[config.mk]
export PLATFORM = sky130hd
export DESIGN_NAME = pll_reconfig_ctrl
export DESIGN_NICKNAME = d
export VERILOG_FILES = /design/src/rtl/pll_reconfig_ctrl.sv
export SDC_FILE = /design/constraint.sdc
export NUM_CORES = 1
export LEC_CHECK = 0
export ABC_AREA = 1
export CAP_MARGIN = 40
export CORE_ASPECT_RATIO = 0.9
export CORE_MARGIN = 2
export CORE_UTILIZATION = 50
export CTS_BUF_LIST = sky130_fd_sc_hd__clkbuf_8 sky130_fd_sc_hd__clkbuf_16
export CTS_CLUSTER_DIAMETER = 60
export CTS_CLUSTER_SIZE = 28
export DETAILED_ROUTE_END_ITERATION = 12
export DONT_BUFFER_PORTS = 1
export PLACE_DENSITY = 0.66
export SLEW_MARGIN = 15
export SYNTH_ARGS = -nofsm -noshare
export SYNTH_HDL_FRONTEND = slang
export SYNTH_SLANG_ARGS = --single-unit
[constraint.sdc]
create_clock -name clk -period 4.4 [get_ports clk]
set_input_delay 0.66 -clock clk [delete_from_list [all_inputs] [get_ports clk]]
set_output_delay 0.66 -clock clk [all_outputs]
set_load 0.01 [all_outputs]
[src/rtl/pll_reconfig_ctrl.sv]
// rPLL dynamic reconfiguration sequencer on the reference clock: gates clk_en,
// holds PLL reset, applies codes, waits for lock (retry, fallback), re-enables.
module pll_reconfig_ctrl #(
  parameter logic [5:0] DEF_IDSEL     = 6'd61,
  parameter logic [5:0] DEF_FBDSEL    = 6'd52,
  parameter logic [5:0] DEF_ODSEL     = 6'd56,
  parameter logic [3:0] DEF_DUTYDA    = 4'b1000,
  parameter int         RST_CYCLES    = 16,
  parameter int         LOCK_TIMEOUT  = 4096,
  parameter int         SETTLE_CYCLES = 256,
  parameter int         MAX_RETRY     = 3
) (
  input  logic       clk,
  input  logic       rst_n,
  input  logic       cfg_req,
  input  logic [5:0] cfg_idsel,
  input  logic [5:0] cfg_fbdsel,
  input  logic [5:0] cfg_odsel,
  input  logic [3:0] cfg_psda,
  input  logic [3:0] cfg_dutyda,
  output logic       cfg_ack,
  output logic       cfg_busy,
  output logic       cfg_err,
  output logic       locked,
  output logic       clk_en,
  output logic [1:0] retry_cnt,
  input  logic       pll_lock,
  output logic       pll_reset,
  output logic       pll_reset_p,
  output logic [5:0] pll_idsel,
  output logic [5:0] pll_fbdsel,
  output logic [5:0] pll_odsel,
  output logic [3:0] pll_psda,
  output logic [3:0] pll_dutyda
);

  localparam int TW   = $clog2(LOCK_TIMEOUT + 1);
  localparam int CMAX = (RST_CYCLES > SETTLE_CYCLES) ? RST_CYCLES : SETTLE_CYCLES;
  localparam int CW   = $clog2(CMAX + 1);

  localparam logic [CW-1:0] RST_LAST = CW'(RST_CYCLES - 1);
  // The WAIT_LOCK cycle that first sees lock_s counts as locked cycle one.
  localparam logic [CW-1:0] SET_LAST = CW'(SETTLE_CYCLES - 2);
  localparam logic [TW-1:0] TMO      = TW'(LOCK_TIMEOUT);
  localparam logic [1:0]    MAX_R    = 2'(MAX_RETRY);
  localparam logic [25:0]   DEFC     = {DEF_IDSEL, DEF_FBDSEL, DEF_ODSEL,
                                        4'd0, DEF_DUTYDA};

  typedef enum logic [2:0] {
    IDLE, RST_HOLD, WAIT_LOCK, SETTLE, FALLBACK
  } state_t;

  state_t        state, state_nx;
  logic [1:0]    sync;
  logic          lock_s;
  logic [CW-1:0] cnt, cnt_nx;
  logic [TW-1:0] tmr, tmr_nx, tmr_inc;
  logic [1:0]    retry_nx;
  logic [25:0]   sh, sh_nx, sel, sel_nx;
  logic          fb, fb_nx;
  logic          boot, boot_nx;
  logic          clk_en_nx, locked_nx, ack_nx, err_nx;

  assign lock_s      = sync[1];
  assign cfg_busy    = (state != IDLE);
  assign pll_reset   = (state == RST_HOLD);
  assign pll_reset_p = (state == RST_HOLD);
  assign {pll_idsel, pll_fbdsel, pll_odsel, pll_psda, pll_dutyda} = sel;
  assign tmr_inc = (tmr == TMO) ? TMO : tmr + TW'(1);

  always_ff @(posedge clk or negedge rst_n) begin
    if (!rst_n) begin
      state     <= RST_HOLD;
      sync      <= 2'b00;
      cnt       <= '0;
      tmr       <= '0;
      retry_cnt <= 2'd0;
      sh        <= DEFC;
      sel       <= DEFC;
      fb        <= 1'b0;
      boot      <= 1'b1;
      clk_en    <= 1'b0;
      locked    <= 1'b0;
      cfg_ack   <= 1'b0;
      cfg_err   <= 1'b0;
    end else begin
      state     <= state_nx;
      sync      <= {sync[0], pll_lock};
      cnt       <= cnt_nx;
      tmr       <= tmr_nx;
      retry_cnt <= retry_nx;
      sh        <= sh_nx;
      sel       <= sel_nx;
      fb        <= fb_nx;
      boot      <= boot_nx;
      clk_en    <= clk_en_nx;
      locked    <= locked_nx;
      cfg_ack   <= ack_nx;
      cfg_err   <= err_nx;
    end
  end

  always_comb begin
    state_nx  = state;
    cnt_nx    = cnt;
    tmr_nx    = tmr;
    retry_nx  = retry_cnt;
    sh_nx     = sh;
    sel_nx    = sel;
    fb_nx     = fb;
    boot_nx   = boot;
    clk_en_nx = clk_en;
    locked_nx = locked;
    ack_nx    = 1'b0;
    err_nx    = cfg_err;
    unique case (state)
      IDLE: begin
        if (cfg_req) begin
          sh_nx     = {cfg_idsel, cfg_fbdsel, cfg_odsel,
                       cfg_psda, cfg_dutyda};
          clk_en_nx = 1'b0;
          locked_nx = 1'b0;
          retry_nx  = 2'd0;
          err_nx    = 1'b0;
          fb_nx     = 1'b0;
          boot_nx   = 1'b0;
          cnt_nx    = '0;
          state_nx  = RST_HOLD;
        end else if (locked && !lock_s) begin
          locked_nx = 1'b0;
          clk_en_nx = 1'b0;
        end
      end
      RST_HOLD: begin
        sel_nx = sh;
        if (cnt == RST_LAST) begin
          cnt_nx   = '0;
          tmr_nx   = '0;
          state_nx = WAIT_LOCK;
        end else begin
          cnt_nx = cnt + CW'(1);
        end
      end
      WAIT_LOCK: begin
        if (lock_s) begin
          cnt_nx   = '0;
          state_nx = SETTLE;
        end else begin
          tmr_nx = tmr_inc;
          if (tmr_inc == TMO) begin
            if (fb) begin
              clk_en_nx = 1'b0;
              locked_nx = 1'b0;
              ack_nx    = !boot;
              state_nx  = IDLE;
            end else if (retry_cnt < MAX_R) begin
              retry_nx = retry_cnt + 2'd1;
              cnt_nx   = '0;
              state_nx = RST_HOLD;
            end else begin
              state_nx = FALLBACK;
            end
          end
        end
      end
      SETTLE: begin
        // Timer is kept frozen here so a lock drop resumes its budget.
        if (!lock_s) begin
          state_nx = WAIT_LOCK;
        end else if (cnt >= SET_LAST) begin
          clk_en_nx = 1'b1;
          locked_nx = 1'b1;
          ack_nx    = !boot;
          state_nx  = IDLE;
        end else begin
          cnt_nx = cnt + CW'(1);
        end
      end
      FALLBACK: begin
        sh_nx    = DEFC;
        err_nx   = 1'b1;
        fb_nx    = 1'b1;
        cnt_nx   = '0;
        state_nx = RST_HOLD;
      end
      default: state_nx = RST_HOLD;
    endcase
  end

endmodule

==> reports/qor.csv, run 1 <==
metric;value;unit
grt_pass1_vias;2922;
h-tree-depth;3;
combPwrFrac;0.308;
seq_area_frac_synth;0.519;
ir_drop;0.416;mV
drv_cap;0;
power.share.switching;0.398;
diodes;0;
cp.required;4.69;ns
crit_path_max_fanout;15;
slew_headroom;0.511;
wl_per_cell;14.0;microns
fin_crit_sh;0.561;
syn_to_final_growth;6.49;%
hold_viol_final;0;
synthTopCellsByCount;nand2_1 (120), dfrtp_1 (59), o21ai_0 (59), inv_1 (56), nor2_1 (35);
cts.clk_slew.worst_paths;0.09;ns
leakagePower;1.96;nW
hpwl;5.66;mm
skew;0.00526;ns
clockBufferDepth;2;
post-synth-top-count-cell;nand2_1;
wl;8.28;mm
cp.arrival;2.76;ns
cts-root-buf;clkbuf_8;
die-area;9070;sq um
total_power;2.66;mW
seq_power_share;0.499;
ys_types;37;
p_sw;1.06;mW
yosysTopAreaCell;dfrtp_1;
clock_power_share;0.193;
detail-route-antenna-nets;0;
first_pass_iters;4;
globalplace.congestion;0.859;
internal_power;1.60;mW
nets;523;
clk_latency;0.36;ns
gr-total-overflow;0;
antenna_found_initial;0;
start_kind;flop;
worstSetupPathType;reg2reg;
grt_pass1_wl;14.0;mm
die_w;100;microns
syn-instance-count;488;
synth_edf_count;0;
std_cell_rows;31;
setup_violations;0;
syn_nets;523;
syn_avg_cell_area;8.53;sq um
worst-slew-pin-transition;0.733;ns
drive_gt1_frac;0.162;
die_h;90.6;microns
synth_area_leaders;dfrtp_1 (35%), dfstp_2 (16%), nand2_1 (11%);
drc;0;
finalSetupTns;0;ns
track_usage;0.195;
async_reset_ff_frac;1.00;
status;completed;
synth_warnings;0;
tritoncts;done;
rsz0062_at_grt;false;
post_cts_buffers;0;
via_per_inst;5.26;
fin_hold_ws;0.146;ns
start_util;0.516;
synth_top_cell_area_share;0.355;
pwr_density_cell;600;nW/um^2
fmax;405;MHz
clock-sinks;85;
ios;65;
min_period;2.47;ns
cts_made_buffers;9;
port_buffers;0;
layout_setup_ws;1.93;ns
core;8070;sq um
drt_iter0_markers;162;
grt_max_degree;60;
vias;3113;
synth_ff_type;dfrtp_1;
worstSetupEndpointType;flop;
synth_area;4160;sq um
yosys_register_bits;85;
nFillCells;751;
maxSlewViolCount;0;
place_ws;1.91;ns
holdCritPathClass;in2async;
==> power groups by stage <==
stage          clock network [mW]  logic (mW)  registers [mW]
3_3_place_gp                    0       0.788            1.33
4_1_cts                     0.535       0.832            1.33
2_1_floorplan                   0       0.678            1.30
5_1_grt                     0.563       0.961            1.36
3_5_place_dp                    0       0.814            1.34
6_report                    0.513       0.818            1.33
==> per-layer routing <==
layer | GRT usage | wire length [microns]
met5 | 0 | 0
met4 | 0.0514 | 93
met3 | 0.0658 | 470
met2 | 0.299 | 3910
met1 | 0.266 | 3800
==> per-stage QoR <==
stage               cell area (sq um)   util  cells
floorplan                        4160      -    488
global placement                 4220  0.523    574
detailed placement               4220  0.524    575
CTS                              4430  0.549    592
global route                     4430  0.549    592
finish                           4430  0.549    592
==> final timing paths <==
kind / from / end / slack, ns / cells after the start
min in group clk: pll_lock / sync[0] / 0.32 / 0
max in group asynchronous: rst_n / cnt[4] / 4.00 / 1
max reg2reg: state[0] / tmr[11] / 1.93 / 8
min: rst_n / sel[3] / 0.15 / 0
max: state[0] / tmr[11] / 1.93 / 8
min reg2reg: sync[0] / sync[1] / 0.36 / 0
==> worst max-delay path: stages, from the launching register on <==
cell and delay [ns]:
dfstp_2 0.60, inv_2 0.06, nor3_4 0.36, nand4_1 0.18, a21oi_2 0.14, buf_4 0.25, nand2_1 0.41, a21oi_1 0.27
o21bai_1 0.13
==> layout by cell type, fill, tap and decap left out, types with 2 or more instances in the layout <==
cell / netlist / routed
nor3_1: 5 / 5
nor2_4: 2 / 2
dfstp_2: 26 / 26
inv_2: 6 / 6
a21oi_1: 20 / 20
nand2_4: 2 / 2
inv_6: 0 / 3
buf_4: 3 / 4
o22ai_2: 10 / 10
xor2_1: 6 / 6
clkinvlp_4: 0 / 2
clkbuf_8: 0 / 9
nor3_4: 2 / 2
nand4_1: 4 / 4
nand3_1: 27 / 27
or2_2: 2 / 2
inv_1: 56 / 56
dfrtp_1: 59 / 59
nand2_1: 120 / 120
o21ai_0: 59 / 59
clkinv_1: 1 / 2
o21ai_1: 3 / 3
xnor2_1: 2 / 2
nor2_1: 35 / 34
ha_1: 5 / 5
nor4_1: 2 / 2
o22ai_1: 4 / 4
nor2_2: 5 / 6
==> cell type report <==
class,count,area (sq um),area share
Clock inverter,7,56.3,0.0127
Sequential cell,85,2160,0.487
Clock buffer,9,124,0.0280
Tap cell,99,124,0.0280
Multi-Input combinational cell,323,1670,0.377
Inverter,64,241,0.0545
Timing Repair Buffer,5,57.6,0.0130
==> flip-flops by register name, summed over array words and instances, names as in the netlist <==
register	cells
cnt	9
fb	1
state	3
cfg_ack	1
retry_cnt	2
tmr	13
boot	1
clk_en	1
sync	2
sel	26
sh	26
==> cell families after synthesis <==
group,Yosys count,share of synthesized area
buf+inv,80,0.0806
simple gates,209,0.225
fa+ha+maj,5,0.0150
flops,85,0.519
xor+xnor,8,0.0168
compound gates,101,0.144
==> repair_timing <==
item | CTS | global route
hold buffers | 1 | 0
endpoints found under the hold margin | 59 | 0
resized for setup | 0 | 0
Note: power is estimated with default switching activity, not from simulation.
==> run 2: changes to the inputs <==
==> constraint.sdc (replaced) <==
create_clock -name clk -period 2.3 [get_ports clk]
set_input_delay 0.345 -clock clk [delete_from_list [all_inputs] [get_ports clk]]
set_output_delay 0.345 -clock clk [all_outputs]
set_load 0.01 [all_outputs]
==> run 2 against run 1 <==
Compared with the run above: sequential share of layout area down 0.45 points; maximum frequency up 21%; global-route usage is 0.17 points lower; critical path type unchanged; critical endpoint is now cnt[4]; highest routed layer unchanged.
==> reports/qor.csv, run 2 (same netlist as run 1, synthesis figures left out) <==
metric;value;unit;change
status;completed;;
nets;528;;+0.96%
worstSetupEndpointType;flop;;
std_cell_rows;31;;unchanged
detail-route-antenna-nets;0;;unchanged
maxSlewViolCount;0;;unchanged
die_w;100;microns;unchanged
worstPathCellList;ha_1 -> nand2_1 -> nor2_2 -> nand2_1 -> xor2_1 -> nand2_1 -> nor2_1 -> nand3_2 -> nand3_4 -> nand2_4 -> nand2_1 -> nand2_1;;
tritoncts;done;;
holdCritPathClass;in2reg;;
ir_drop;0.776;mV;+86%
drv_cap;0;;unchanged
globalplace.congestion;0.853;;-0.69%
vias;3191;;+2.5%
ios;65;;unchanged
grt_pass1_vias;3034;;+3.8%
clock-sinks;85;;unchanged
first_pass_iters;6;;+2
worst-slew-pin-transition;0.495;ns;-0.238 ns
skew;0.0109;ns;+0.00564 ns
core;8070;sq um;unchanged
h-tree-depth;3;;unchanged
via_per_inst;5.35;;+1.6%
diodes;0;;unchanged
cts-root-buf;clkbuf_8;;
wl_per_cell;13.9;microns;-0.49%
hpwl;5.77;mm;+1.9%
pwr_density_cell;1150;nW/um^2;+91%
layout_commonest_cell;nand2_1;;
drc;0;;unchanged
track_usage;0.193;;-0.00168
place_ws;0.232;ns;-1.68 ns
cts_made_buffers;9;;unchanged
postLayoutCellArea;4480;sq um;+0.99%
total_power;5.14;mW;+93%
post_cts_buffers;0;;unchanged
die_h;90.6;microns;unchanged
min_period;2.05;ns;-0.421 ns
grt_max_degree;86;;+43%
r2r_slack;0.25;ns;-1.68 ns
finalSetupTns;0;ns;unchanged
placed_area;4250;sq um;+0.53%
start_kind;flop;;
drive_gt1_frac;0.169;;+0.00640
gr-total-overflow;0;;unchanged
most-common-layout-cells;nand2_1 (120), o21ai_0 (59), dfrtp_1 (58);;
leakagePower;1.98;nW;+1.1%
fin_cells;597;;+0.84%
hold_viol_final;0;;unchanged
cpMaxStageDelayCell;dfrtp_2;;
worstSetupPathType;reg2reg;;
fin_crit_sh;0.891;;+0.329
slew_headroom;0.669;;+0.158
antenna_found_initial;0;;unchanged
cp.arrival;2.30;ns;-0.46 ns
cts.clk_slew.worst_paths;0.09;ns;about the same
crit_path_max_fanout;13;;-2
drt_iter0_markers;154;;-4.9%
wl;8.30;mm;+0.35%
dp_cells;578;;+0.52%
clk_latency;0.36;ns;about the same
die-area;9070;sq um;unchanged
clockBufferDepth;2;;unchanged
reg_top3;sel x26, sh x26, tmr x13;;
fmax;488;MHz;+21%
layout_setup_ws;0.251;ns;-1.68 ns
grt_pass1_wl;13.9;mm;-0.74%
critPathTopFamily;simple AND/OR/NAND/NOR gates;;
setup_violations;0;;unchanged
port_buffers;0;;unchanged
start_util;0.516;;unchanged
crit_top_cell;nand2_1;;
rsz0062_at_grt;false;;
cp.required;2.55;ns;-2.14 ns
path_buf_inv;0;;-2
crit_path_max_incr_delay;0.42;ns;-0.18 ns
syn_to_final_growth;7.55;%;
## run 2: cell count changes in the layout (fill, tap and decap cells not counted), sizes merged
cell,previous run,this run
buf,5,8
dlygate4sd3,0,2
## run 2: worst paths after layout
check	startpoint	endpoint	cells past startpoint
setup / recovery	tmr[0]	cnt[4]	12
hold / removal	cfg_odsel[1]	sh[9]	2
setup reg to reg	tmr[0]	cnt[4]	12
hold reg to reg	sync[0]	sync[1]	0
max in group asynchronous	rst_n	sel[12]	2
min in group asynchronous	rst_n	tmr[5]	2
## run 2: final cells by class
cell class	instances	area [sq um]
well taps	99	124
flip-flops and latches	85	2160
clock buffers	9	124
clock inverters	7	56.3
inverters	64	241
repair buffers	10	100
multi-input cells	323	1670
fillers	750	3590
## run 2: worst register-to-register path: stages (launching register included)
cell and delay, ns:
dfrtp_2 0.42, ha_1 0.21, nand2_1 0.08, nor2_2 0.14, nand2_1 0.08, xor2_1 0.21, nand2_1 0.09, nor2_1 0.14
nand3_2 0.14, nand3_4 0.18, nand2_4 0.12, nand2_1 0.09, nand2_1 0.05
## run 2: timing repair
action | 4_1_cts | 5_1_grt
gates resized for setup | 0 | 1
setup endpoints to repair | 0 | 9
hold endpoints to repair | 86 | 0
hold buffers | 3 | 0
## run 2: through the flow
stage | hold WS (ns) | util
after floorplan | 0.0494 | -
after global placement | 0.0529 | 0.526
after detailed placement | 0.0522 | 0.526
after CTS | 0.0893 | 0.555
after global routing | 0.0918 | 0.555
final | 0.109 | 0.555
## run 2: layer usage
metal	track usage	share of wire
met1	0.259	0.47
met2	0.293	0.45
met3	0.0519	0.050
met4	0.0879	0.027
met5	0	0
## run 2: where the power goes
| part | internal (mW) | leakage (nW) | switching (mW) |
|---|---|---|---|
| Clock | 0.408 | 0.0862 | 0.574 |
| Sequential | 2.14 | 1.04 | 0.392 |
| Combinational | 0.543 | 0.851 | 1.08 |
| Total | 3.09 | 1.98 | 2.04 |
